## config.mk

```make
export PLATFORM = sky130hd
export DESIGN_NAME = fetch_pc_unit
export DESIGN_NICKNAME = d
export VERILOG_FILES = /design/src/rtl/fetch_pc_unit_pkg.sv /design/src/rtl/fetch_pc_unit.sv
export SDC_FILE = /design/constraint.sdc
export NUM_CORES = 1
export LEC_CHECK = 0
export BUFFER_PORTS_ARGS = -buffer_cell sky130_fd_sc_hd__buf_2
export CORE_ASPECT_RATIO = 1.2
export CORE_MARGIN = 2
export CORE_UTILIZATION = 53
export CTS_BUF_LIST = sky130_fd_sc_hd__clkbuf_2 sky130_fd_sc_hd__clkbuf_4 sky130_fd_sc_hd__clkbuf_8
export DETAILED_ROUTE_END_ITERATION = 16
export HOLD_SLACK_MARGIN = 0.1
export PLACE_DENSITY = 0.87
export SLEW_MARGIN = 20
export SYNTH_ARGS = -nofsm -noshare
export SYNTH_HDL_FRONTEND = slang
export SYNTH_SLANG_ARGS = --single-unit
```

## constraint.sdc

```tcl
create_clock -name clk -period 5.2 [get_ports clk]
set_input_delay 1.04 -clock clk [delete_from_list [all_inputs] [get_ports clk]]
set_output_delay 1.04 -clock clk [all_outputs]
set_load 0.005 [all_outputs]
```

## src/rtl/fetch_pc_unit_pkg.sv

```systemverilog
// -----------------------------------------------------------------------------
// fetch_pc_unit_pkg
//
// Purpose: definitions shared by the fetch-side PC unit and any block that
// needs to interpret its state: FSM state encodings, the default reset PC,
// the kill-counter ceiling and a small address-alignment helper.
//
// Contents:
//   fetch_state_e  - 2-bit FSM state encoding (IDLE/FETCH/WAIT/DRAIN)
//   PC_RESET       - default program counter after reset
//   KILL_MAX       - saturation value of the discarded-response counter
//   PC_STEP        - byte increment between sequential fetches
//   align_word()   - forces a byte address onto a 4-byte boundary
// -----------------------------------------------------------------------------
package fetch_pc_unit_pkg;

    typedef enum logic [1:0] {
        FETCH_IDLE  = 2'd0,  // one cycle after reset before fetching starts
        FETCH_FETCH = 2'd1,  // free to issue a request
        FETCH_WAIT  = 2'd2,  // one request outstanding, response wanted
        FETCH_DRAIN = 2'd3   // one request outstanding, response unwanted
    } fetch_state_e;

    localparam logic [31:0] PC_RESET = 32'h0000_2000;
    localparam logic [7:0]  KILL_MAX = 8'hFF;
    localparam logic [31:0] PC_STEP  = 32'd4;

    // Instructions are word aligned; the low two address bits are dropped.
    // Masking (rather than slicing) keeps every bit of the argument in use.
    function automatic logic [31:0] align_word(input logic [31:0] addr);
        return addr & 32'hFFFF_FFFC;
    endfunction

endpackage

```

## src/rtl/fetch_pc_unit.sv

```systemverilog
// -----------------------------------------------------------------------------
// fetch_pc_unit
//
// Purpose: fetch stage program-counter unit. Holds the PC, issues one
// instruction-memory request at a time, places each returned instruction
// into a single output slot for decode, and honours single-cycle redirects
// from execute. A redirect while a request is outstanding causes the
// eventual response to be thrown away (and counted).
//
// Parameters:
//   RESET_PC         - PC loaded on reset
//
// Ports:
//   clk              in   system clock, all state on the rising edge
//   reset            in   asynchronous active-high reset
//   stall            in   decode cannot accept; output slot is held
//   pcsel            in   redirect from execute (taken branch/jump)
//   alu_target[31:0] in   redirect target (low two bits ignored)
//   imem_req_valid   out  request valid (combinational on stall/pcsel)
//   imem_req_ready   in   memory accepts the request
//   imem_addr[31:0]  out  request address, always the current PC
//   imem_resp_valid  in   response valid, one per accepted request
//   imem_resp_data   in   returned instruction word
//   inst_valid       out  output slot holds an instruction
//   inst[31:0]       out  instruction in the slot
//   inst_pc[31:0]    out  PC of that instruction
//   kill_count[7:0]  out  saturating count of discarded responses
// -----------------------------------------------------------------------------
module fetch_pc_unit
    import fetch_pc_unit_pkg::*;
#(
    parameter logic [31:0] RESET_PC = PC_RESET
) (
    input  logic        clk,
    input  logic        reset,
    input  logic        stall,
    input  logic        pcsel,
    input  logic [31:0] alu_target,
    output logic        imem_req_valid,
    input  logic        imem_req_ready,
    output logic [31:0] imem_addr,
    input  logic        imem_resp_valid,
    input  logic [31:0] imem_resp_data,
    output logic        inst_valid,
    output logic [31:0] inst,
    output logic [31:0] inst_pc,
    output logic [7:0]  kill_count
);

    // -------------------------------------------------------------------------
    // State
    // -------------------------------------------------------------------------
    fetch_state_e state_q, state_d;

    logic [31:0] pc_q,         pc_d;
    logic [31:0] req_pc_q,     req_pc_d;      // PC of the outstanding request
    logic        inst_valid_q, inst_valid_d;
    logic [31:0] inst_q,       inst_d;
    logic [31:0] inst_pc_q,    inst_pc_d;
    logic [7:0]  kill_count_q, kill_count_d;

    // -------------------------------------------------------------------------
    // Slot occupancy helpers
    // -------------------------------------------------------------------------
    logic consume;     // decode takes the slot contents this cycle
    logic slot_free;   // slot will have room by the next edge

    assign consume   = inst_valid_q & ~stall;
    assign slot_free = ~inst_valid_q | consume;

    // -------------------------------------------------------------------------
    // FSM output decode
    // -------------------------------------------------------------------------
    logic req_valid;     // request offered to memory
    logic handshake;     // request accepted this cycle
    logic resp_accept;   // response goes into the slot
    logic resp_kill;     // response is thrown away

    always_comb begin
        req_valid   = 1'b0;
        resp_accept = 1'b0;
        resp_kill   = 1'b0;
        case (state_q)
            FETCH_FETCH: begin
                // Only ask for a new word when the slot can take it, and never
                // while being redirected: the PC is about to change.
                req_valid = slot_free & ~pcsel;
            end
            FETCH_WAIT: begin
                resp_accept = imem_resp_valid & ~pcsel;
                resp_kill   = imem_resp_valid &  pcsel;
            end
            FETCH_DRAIN: begin
                resp_kill = imem_resp_valid;
            end
            default: begin
                // IDLE: nothing is outstanding; stray responses are ignored.
            end
        endcase
    end

    assign handshake = req_valid & imem_req_ready;

    // -------------------------------------------------------------------------
    // FSM next-state logic
    // -------------------------------------------------------------------------
    always_comb begin
        state_d = state_q;
        case (state_q)
            FETCH_IDLE: begin
                state_d = FETCH_FETCH;
            end
            FETCH_FETCH: begin
                // handshake is already suppressed by pcsel, so a redirect
                // here simply keeps us in FETCH.
                if (handshake) begin
                    state_d = FETCH_WAIT;
                end
            end
            FETCH_WAIT: begin
                if (imem_resp_valid) begin
                    // Either kept or killed, the request is finished.
                    state_d = FETCH_FETCH;
                end else if (pcsel) begin
                    state_d = FETCH_DRAIN;
                end
            end
            FETCH_DRAIN: begin
                if (imem_resp_valid) begin
                    state_d = FETCH_FETCH;
                end
            end
            default: begin
                state_d = FETCH_IDLE;
            end
        endcase
    end

    // -------------------------------------------------------------------------
    // Datapath next-state logic
    // -------------------------------------------------------------------------

    // Program counter: a redirect overrides sequential advance.
    always_comb begin
        pc_d     = pc_q;
        req_pc_d = req_pc_q;
        if (pcsel) begin
            pc_d = align_word(alu_target);
        end else if (handshake) begin
            pc_d = pc_q + PC_STEP;   // wraps naturally at 2^32
        end
        if (handshake) begin
            req_pc_d = pc_q;
        end
    end

    // Output slot: a redirect empties it even while decode is stalled, since
    // whatever it holds is on the wrong path.
    always_comb begin
        inst_valid_d = inst_valid_q;
        inst_d       = inst_q;
        inst_pc_d    = inst_pc_q;
        if (pcsel) begin
            inst_valid_d = 1'b0;
        end else if (resp_accept) begin
            inst_valid_d = 1'b1;
            inst_d       = imem_resp_data;
            inst_pc_d    = req_pc_q;
        end else if (consume) begin
            inst_valid_d = 1'b0;
        end
    end

    // Discarded-response counter, saturating.
    always_comb begin
        kill_count_d = kill_count_q;
        if (resp_kill && (kill_count_q != KILL_MAX)) begin
            kill_count_d = kill_count_q + 8'd1;
        end
    end

    // -------------------------------------------------------------------------
    // State register
    // -------------------------------------------------------------------------
    always_ff @(posedge clk or posedge reset) begin
        if (reset) begin
            state_q      <= FETCH_IDLE;
            pc_q         <= RESET_PC;
            req_pc_q     <= '0;
            inst_valid_q <= 1'b0;
            inst_q       <= '0;
            inst_pc_q    <= '0;
            kill_count_q <= '0;
        end else begin
            state_q      <= state_d;
            pc_q         <= pc_d;
            req_pc_q     <= req_pc_d;
            inst_valid_q <= inst_valid_d;
            inst_q       <= inst_d;
            inst_pc_q    <= inst_pc_d;
            kill_count_q <= kill_count_d;
        end
    end

    // -------------------------------------------------------------------------
    // Outputs
    // -------------------------------------------------------------------------
    assign imem_req_valid = req_valid;
    assign imem_addr      = pc_q;
    assign inst_valid     = inst_valid_q;
    assign inst           = inst_q;
    assign inst_pc        = inst_pc_q;
    assign kill_count     = kill_count_q;

endmodule

```

==> impl_metrics.tcl, run 1 <==
set metrics [dict create \
    ir_worst_vdd_mv 0.330 \
    fin_nets 765 \
    grt_pass1_vias 4574 \
    dr.pass1.iters 5 \
    slew_headroom 0.329 \
    synthCells 526 \
    yosysSeqAreaShare 0.569 \
    dp_worst_setup_slack_ps 1290 \
    arrival_ps 3820 \
    cts_buffer_depth 2 \
    rows 42 \
    critPathKind "in -> reg" \
    wl_met2_um 6890 \
    portBuffers 169 \
    fin_area_sq_um 7230 \
    setup_violations 0 \
    synth-edff-count 0 \
    yosysWarningCount 0 \
    vias 4661 \
    ant_nets 0 \
    die_h_um 119 \
    drc 0 \
    grt_antenna_before_repair 0 \
    grt_setup_unrepaired "false" \
    drt_iter0_markers 352 \
    tns_ps 0 \
    htreeDepth 4 \
    p_leak_uw 0.00372 \
    synth.most_common_cell "dfrtp_1" \
    outcome "finished clean" \
    cp_max_fo 51 \
    worstReg2RegStart "state_q[1]$_DFFE_PP0P_" \
    cp-start-kind "primary input" \
    start_util 0.538 \
    grtUsageTotal 0.236 \
    clock.fmax_mhz 285 \
    crit_start "pcsel" \
    skew_ps 11.3 \
    n_antenna_cell 0 \
    post_cts_buffers 0 \
    die_w_um 99.9 \
    async_flop_share 1.00 \
    dieArea_sq_um 11900 \
    min_period_ps 3510 \
    synth.avg_cell_area_sq_um 11.1 \
    finalCritPeriodShare 0.676 \
    grt_pass1_wl_um 22500 \
    yosys.area.top_type "dfrtp_1" \
    power_density_nw_per_um2 490 \
    hold_class "reg -> reg" \
    final_layout_size_suffix_gt1_frac 0.403 \
    cts_hold_buf 0 \
    hold_violations 0 \
    syn2layout_area_growth_pct 23.6 \
    highest_layer "met4" \
    cts.sinks 133 \
    place_congestion 0.816 \
    via_per_inst 5.59 \
    synth_ff_type "dfrtp_1" \
    tightest_slew_ps 1010 \
    ctsResizeCount 0 \
    grt_max_degree 97 \
    fin_ws_ps 1690 \
    totalWireLength_um 13700 \
    path_clk_slew_ps 70 \
    grt_overflow 0 \
    tritoncts "built" \
    wl_per_cell_um 16.4 \
    ys_seq_elements 133 \
    wl_met3_um 821 \
    cp.required_ps 5510 \
    fill_cells 847 \
    hp-start "req_pc_q[27]$_DFFE_PP0P_" \
    m1WireLength_um 5730 \
    place_hpwl_um 9360 \
    clkLatencyLatePin_ps 420 \
    yosys-top-cells-area "dfrtp_1 (56%), mux2_2 (12%), nand2_1 (8.0%)" \
    place_area_sq_um 6760 \
    crit_path_end_kind "register" \
    synth_top_area_share 0.565 \
    slew_violations 0 \
    synthTopCellsByCount "dfrtp_1 (132), nand2_1 (124), mux2_2 (64)" \
    cts_buffers 17 \
    synthDistinctLibCells 48 \
    synth_area_sq_um 5850 \
    max_cap_violations 0 \
    core_area_sq_um 10900 \
    ios 176 \
    cts-root-buf "clkbuf_8" \
]
## final timing paths
check / depth (start not counted) / slack [ps] / endpoint
min in group asynchronous: 2 / 780 / inst[11]$_DFFE_PP0P_
max in group asynchronous: 3 / 3380 / inst[3]$_DFFE_PP0P_
setup / recovery: 6 / 1690 / imem_addr[8]$_DFFE_PP0P_
hold / removal: 2 / 470 / req_pc_q[27]$_DFFE_PP0P_
hold reg to reg: 2 / 470 / req_pc_q[27]$_DFFE_PP0P_
setup reg to reg: 6 / 2480 / imem_addr[18]$_DFFE_PP0P_
## critical path, stage by stage
cell	delay, ps
buf_2	530
inv_1	420
and4_2	660
nor2_2	780
o21ai_0	230
o311ai_0	130
## logic make-up after synthesis
logic type | Yosys count | synth area share
and+or+nand+nor | 207 | 0.171
DFF | 133 | 0.569
AOI/OAI and AO/OA | 66 | 0.0766
muxes | 66 | 0.127
buffers and inverters | 38 | 0.0293
xor gates and xnor gates | 9 | 0.0135
adders and majority gates | 6 | 0.0128
other | 1 | 0.000641
## flip-flops by register name, indices dropped and copies added, names as in the netlist
name / cells
inst: 32
imem_addr: 30
inst_pc: 30
req_pc_q: 30
kill_count: 8
state_q: 2
inst_valid: 1
## report_power, final
group / internal, uW / total (uW) / switching, uW
Combinational: 478 / 897 / 419
Clock: 603 / 1000 / 400
Sequential: 1400 / 1640 / 245
## metrics by stage
stage	util	power [uW]	cells	hold WS (ps)
2_1_floorplan	-	2140	529	442
3_3_place_gp	0.621	2490	802	455
3_5_place_dp	0.621	2570	802	462
4_1_cts	0.664	3580	834	480
5_1_grt	0.664	3770	834	501
6_report	0.664	3540	834	472
## cell type report
class | count | area (sq um) | share of cell area
Clock buffer | 20 | 269 | 0.0372
Clock inverter | 12 | 201 | 0.0279
Inverter | 7 | 31.3 | 0.00433
Multi-Input combinational cell | 358 | 2360 | 0.327
Sequential cell | 133 | 3330 | 0.461
Tap cell | 132 | 165 | 0.0228
Timing Repair Buffer | 172 | 868 | 0.120
## cells in the final DEF, fill, tap and decap left out, types with 7 or more instances in the layout
master    count
o311ai_0      7
nor2_1       15
clkbuf_8     19
mux2_2       64
dfrtp_1     132
o21ai_0      21
nand4_1      16
nand2_1     123
buf_2       169
o211ai_1     12
nand3_1      23
## metal layers
metal / vias up / GRT usage
li1: 2170 / -
met2: 194 / 0.382
met5: - / 0
met4: 0 / 0.0762
met1: 2274 / 0.312
met3: 23 / 0.0599
No activity file was read; power rests on OpenSTA's default activity.
==> run 2, diff against run 1 <==
--- a/config.mk
+++ b/config.mk
@@ -5,14 +5,15 @@
 export SDC_FILE = /design/constraint.sdc
 export NUM_CORES = 1
 export LEC_CHECK = 0
+export ABC_AREA = 1
 export BUFFER_PORTS_ARGS = -buffer_cell sky130_fd_sc_hd__buf_2
 export CORE_ASPECT_RATIO = 1.2
 export CORE_MARGIN = 2
-export CORE_UTILIZATION = 53
+export CORE_UTILIZATION = 49
 export CTS_BUF_LIST = sky130_fd_sc_hd__clkbuf_2 sky130_fd_sc_hd__clkbuf_4 sky130_fd_sc_hd__clkbuf_8
 export DETAILED_ROUTE_END_ITERATION = 16
 export HOLD_SLACK_MARGIN = 0.1
-export PLACE_DENSITY = 0.87
+export PLACE_DENSITY = 0.84
 export SLEW_MARGIN = 20
 export SYNTH_ARGS = -nofsm -noshare
 export SYNTH_HDL_FRONTEND = slang
==> constraint.sdc (replaced) <==
create_clock -name clk -period 3.05 [get_ports clk]
set_input_delay 0.61 -clock clk [delete_from_list [all_inputs] [get_ports clk]]
set_output_delay 0.61 -clock clk [all_outputs]
set_load 0.005 [all_outputs]
==> run 2 against run 1 <==
Hold slack got worse by 280 ps. Worst setup slack got worse by 850 ps. Clock skew rose by 1.9 ps. Area after synthesis rose by 7.5%. Synthesized cell count rose by 30%. Largest cell class unchanged.
==> impl_metrics.tcl, run 2 <==
set metrics [dict create \
    place_congestion 0.887 \
    wl_per_cell_um 14.1 \
    synth_top_area_share 0.525 \
    cts.sinks 133 \
    synth_ff_type "dfrtp_1" \
    yosysWarningCount 0 \
    drc 0 \
    grt_setup_unrepaired "false" \
    place_area_sq_um 7300 \
    yosys.area_share.simple 0.201 \
    final_layout_size_suffix_gt1_frac 0.326 \
    hold_violations 0 \
    post_cts_buffers 0 \
    synthMuxAreaShare 0.107 \
    power_density_nw_per_um2 804 \
    final_cells 1030 \
    switching_share 0.325 \
    seq_area_sq_um 3330 \
    p_switching_uw 2010 \
    synthCells 682 \
    finalCritPeriodShare 0.724 \
    dieArea_sq_um 13800 \
    synth_xor_area_frac 0.0181 \
    hold_class "in -> async" \
    ys_seq_elements 133 \
    cp_max_fo 77 \
    grt_pass1_vias 4797 \
    grt_antenna_before_repair 0 \
    synth-edff-count 0 \
    max_cap_violations 0 \
    arrival_ps 2500 \
    ant_nets 0 \
    portBuffers 169 \
    core_area_sq_um 12600 \
    synth_area_sq_um 6290 \
    yosys.area.top_type "dfrtp_1" \
    drt_iter0_markers 283 \
    rows 45 \
    power.share.combinational 0.298 \
    ir_worst_vdd_mv 0.303 \
    layout_commonest_cell "nand2_1" \
    final_cell_mix "nand2_1 (173), buf_2 (169), dfrtp_1 (132), inv_1 (68), o21ai_0 (62)" \
    cp.required_ps 3340 \
    yosysSeqAreaShare 0.530 \
    async_flop_share 1.00 \
    synth_compound_area_frac 0.0635 \
    path_clk_slew_ps 80 \
    slew_headroom 0.530 \
    fin_nets 929 \
    largest_reg_flops 32 \
    min_period_ps 2210 \
    outcome "finished clean" \
    skew_ps 13.1 \
    n_antenna_cell 0 \
    synth_adder_area_share 0.0119 \
    multi_input_area_sq_um 2540 \
    dp.cells 998 \
    synthTopCellsByCount "nand2_1 (173), dfrtp_1 (132), inv_1 (69)" \
    critPathKind "reg -> reg" \
    grt_max_degree 78 \
    synth.most_common_cell "nand2_1" \
    setup_violations 0 \
    syn2layout_area_growth_pct 22.5 \
    cts-root-buf "clkbuf_8" \
    synth_top_family_by_area "simple AND/OR/NAND/NOR gates" \
    ctsResizeCount 0 \
    start_util 0.498 \
    crit_path_end_kind "register" \
    tritoncts "built" \
    ios 176 \
    cts_buffer_depth 2 \
    worst_hold_slack_ps 195 \
    synth.avg_cell_area_sq_um 9.22 \
    tightest_slew_ps 705 \
    fin_area_sq_um 7700 \
    die_w_um 107 \
    totalWireLength_um 14500 \
    vias 5103 \
    synthDistinctLibCells 32 \
    grt_overflow 0 \
    die_h_um 128 \
    clkLatencyLatePin_ps 440 \
    grtUsageTotal 0.214 \
    clock_power_share 0.234 \
    cts_hold_buf 0 \
    internal_power_uw 4180 \
    via_per_inst 4.95 \
    dr.pass1.iters 4 \
    tns_ps 0 \
    htreeDepth 4 \
    fill_cells 1092 \
    cts_buffers 17 \
    p_leak_uw 0.00404 \
    clock.fmax_mhz 453 \
    yosys-top-cells-area "dfrtp_1 (53%), nand2_1 (10%), mux2_2 (8.6%)" \
    cp-start-kind "register" \
    slew_violations 0 \
    grt_pass1_wl_um 22900 \
    seqPwrFrac 0.467 \
    place_hpwl_um 10500 \
]
run 2: through the flow:
stage	setup WS, ps	utilization	power (uW)
2_1_floorplan	790	-	3930
4_1_cts	841	0.610	6260
3_5_place_dp	713	0.579	4800
3_3_place_gp	762	0.579	4700
5_1_grt	704	0.610	6630
6_report	842	0.610	6190
run 2: path summary, 6_finish.rpt:
check                                          from                   endpoint  slack [ps]  cells after the start
max in group asynchronous                     reset  imem_addr[13]$_DFFE_PP1P_        2140                      3
min                                           reset        inst[3]$_DFFE_PP0P_         190                      2
min in group clk                  imem_resp_data[1]        inst[1]$_DFFE_PP0P_         400                      2
max                          state_q[1]$_DFFE_PP0P_  imem_addr[10]$_DFFE_PP0P_         840                      8
min reg2reg                req_pc_q[13]$_DFFE_PP0P_   req_pc_q[13]$_DFFE_PP0P_         490                      2
max reg2reg                  state_q[1]$_DFFE_PP0P_  imem_addr[10]$_DFFE_PP0P_         840                      8
run 2: cell type report:
type,count,area share
clock buffer,20,0.0349
clock inverter,12,0.0169
inverter,70,0.0346
multi-input combinational,454,0.330
sequential,133,0.433
tap,164,0.0267
timing repair buffer,177,0.124
run 2: power by group through the flow:
stage / clock (uW) / combinational [uW] / sequential [uW]
3_5_place_dp: 0 / 1870 / 2930
4_1_cts: 1480 / 1880 / 2900
6_report: 1450 / 1840 / 2890
2_1_floorplan: 0 / 1030 / 2900
3_3_place_gp: 0 / 1800 / 2900
5_1_grt: 1560 / 2080 / 2980
run 2: layer usage:
metal	up-vias	share of wire	GRT usage
met2	158	0.50	0.356
met3	23	0.057	0.0442
met5	-	0	0
met4	0	0.018	0.0950
li1	2539	-	-
met1	2383	0.43	0.269
run 2: cell families (layout without fill, tap and decap cells):
group,Yosys count,count (layout)
and+or+nand+nor,298,298
DFF,133,133
AOI/OAI and AO/OA,76,76
adders and majority gates,6,6
muxes,57,57
other,1,4
buffers and inverters,98,279
xor gates and xnor gates,13,13
run 2: critical path, stage by stage, from the launching register on:
cell and delay (ps):
dfrtp_1 400, inv_1 80, ha_1 240, nand4_2 120, buf_4 560, inv_1 180
buf_4 270, nand3_1 110, o211ai_1 80
==> run 3, diff against run 2 <==
--- a/config.mk
+++ b/config.mk
@@ -5,15 +5,15 @@
 export SDC_FILE = /design/constraint.sdc
 export NUM_CORES = 1
 export LEC_CHECK = 0
-export ABC_AREA = 1
+export ABC_AREA = 0
 export BUFFER_PORTS_ARGS = -buffer_cell sky130_fd_sc_hd__buf_2
 export CORE_ASPECT_RATIO = 1.2
 export CORE_MARGIN = 2
-export CORE_UTILIZATION = 49
+export CORE_UTILIZATION = 48
 export CTS_BUF_LIST = sky130_fd_sc_hd__clkbuf_2 sky130_fd_sc_hd__clkbuf_4 sky130_fd_sc_hd__clkbuf_8
 export DETAILED_ROUTE_END_ITERATION = 16
 export HOLD_SLACK_MARGIN = 0.1
-export PLACE_DENSITY = 0.84
+export PLACE_DENSITY = 0.83
 export SLEW_MARGIN = 20
 export SYNTH_ARGS = -nofsm -noshare
 export SYNTH_HDL_FRONTEND = slang
==> constraint.sdc (replaced) <==
create_clock -name clk -period 1.8 [get_ports clk]
set_input_delay 0.36 -clock clk [delete_from_list [all_inputs] [get_ports clk]]
set_output_delay 0.36 -clock clk [all_outputs]
set_load 0.005 [all_outputs]
==> run 3 against run 2 <==
Via count fell by 5.1%. Wire length rose by 0.48%. Die area fell by 4.8%. Non-clock buffer count rose by 39. Sequential power rose by 62%.
==> impl_metrics.tcl, run 3 (synthesized netlist as in run 1, its figures left out) <==
set metrics [dict create \
    ir_worst_vdd_mv 0.787 \
    drc 0 \
    max_cap_violations 0 \
    fin_area_sq_um 7680 \
    min_period_ps 1750 \
    syn2layout_area_growth_pct 31.3 \
    via_per_inst 5.33 \
    drt_iter0_markers 384 \
    outcome "finished clean" \
    cts.sinks 133 \
    portBuffers 169 \
    core_area_sq_um 12000 \
    min_to "imem_addr[10]$_DFFE_PP0P_" \
    p_leak_uw 0.00395 \
    clkLatencyLatePin_ps 430 \
    ios 176 \
    setup_violations 0 \
    grt_overflow 0 \
    place_congestion 0.884 \
    rr_endpoint "inst_pc[13]$_DFFE_PP0P_" \
    totalWireLength_um 14600 \
    hold_violations 0 \
    largest_reg_flops 32 \
    grtUsageTotal 0.224 \
    grt_max_degree 72 \
    arrival_ps 1390 \
    clock.fmax_mhz 572 \
    worst_hold_slack_ps 147 \
    cp.required_ps 1440 \
    hold_class "in -> reg" \
    crit_path_end_kind "primary output" \
    hp-start "alu_target[10]" \
    cts-root-buf "clkbuf_8" \
    finalCritPeriodShare 0.972 \
    vias 4842 \
    cp-start-kind "register" \
    cts_buffer_depth 2 \
    ant_nets 0 \
    die_h_um 125 \
    reg2reg_depth 7 \
    grt_setup_unrepaired "true" \
    final_layout_size_suffix_gt1_frac 0.450 \
    rrSetupSlack_ps 60 \
    place_area_sq_um 7120 \
    power_density_nw_per_um2 1340 \
    skew_ps 8.25 \
    wl_per_cell_um 16.1 \
    dr.pass1.iters 4 \
    htreeDepth 4 \
    worst_hold_path.num_cells 3 \
    fin_nets 809 \
    dieArea_sq_um 13100 \
    tritoncts "built" \
    final_cell_mix "buf_2 (169), dfrtp_1 (131), nand2_1 (123), mux2_2 (64), buf_4 (39)" \
    slew_violations 0 \
    grt_pass1_vias 4823 \
    cp_max_fo 5 \
    cts_buffers 17 \
    die_w_um 105 \
    path_clk_slew_ps 70 \
    rows 44 \
    worstReg2RegStart "state_q[0]$_DFFE_PP0P_" \
    grt_pass1_wl_um 23600 \
    layout_commonest_cell "buf_2" \
    place_hpwl_um 10200 \
    grt_antenna_before_repair 1 \
    critPathKind "reg -> out" \
    start_util 0.487 \
]
-- run 3: report_power, final --
group / internal, uW / switching, uW
Combinational: 1610 / 1380
Sequential: 4050 / 637
Clock: 1500 / 1140
-- run 3: layer usage --
metal  track usage  wire length, um
met1         0.281             5950
met2         0.374             7350
met3        0.0544              944
met4        0.0878              329
met5             0                0
-- run 3: worst max-delay path by stage --
stage | from | to
global route | imem_addr[13]$_DFFE_PP1P_ | imem_addr[26]$_DFFE_PP0P_
finish | state_q[1]$_DFFE_PP0P_ | imem_req_valid
detailed placement | state_q[0]$_DFFE_PP0P_ | imem_addr[5]$_DFFE_PP0P_
global placement | state_q[0]$_DFFE_PP0P_ | imem_addr[5]$_DFFE_PP0P_
floorplan | reset | imem_addr[10]$_DFFE_PP0P_
CTS | state_q[1]$_DFFE_PP0P_ | imem_addr[16]$_DFFE_PP0P_
-- run 3: through the flow --
stage / TNS (ps) / std cells / setup slack (ps) / utilization / total power, uW
after floorplan: -27770 / 529 / -210 / - / 6180
after global placement: -152 / 867 / -30.8 / 0.593 / 7410
after detailed placement: -1190 / 867 / -137 / 0.593 / 7620
after CTS: 0 / 903 / 10.5 / 0.633 / 10300
after global routing: -106 / 908 / -51.7 / 0.640 / 11000
final: 0 / 908 / 50.8 / 0.640 / 10300
-- run 3: final cells by class --
class                   count  area, sq um
fillers                   997         4320
flip-flops and latches    133         3330
multi-input cells         358         2420
repair buffers            216         1270
clock buffers              21          283
well taps                 161          201
clock inverters            11          148
inverters                   7         30.0
diodes                      1         2.50
-- run 3: worst max-delay path, stage by stage, from the launching register on --
cell and delay (ps):
dfrtp_1 400, inv_2 70, ha_2 210, and3_4 180, buf_2 100
-- run 3: repair_timing --
action / in CTS / in global routing
gates resized for setup: 4 / 15
setup buffers: 4 / 4
gates cloned: 0 / 0
hold endpoints to repair: 132 / 0
hold buffers: 1 / 0
pin swaps: 1 / 7
endpoints found under the setup margin: 20 / 87
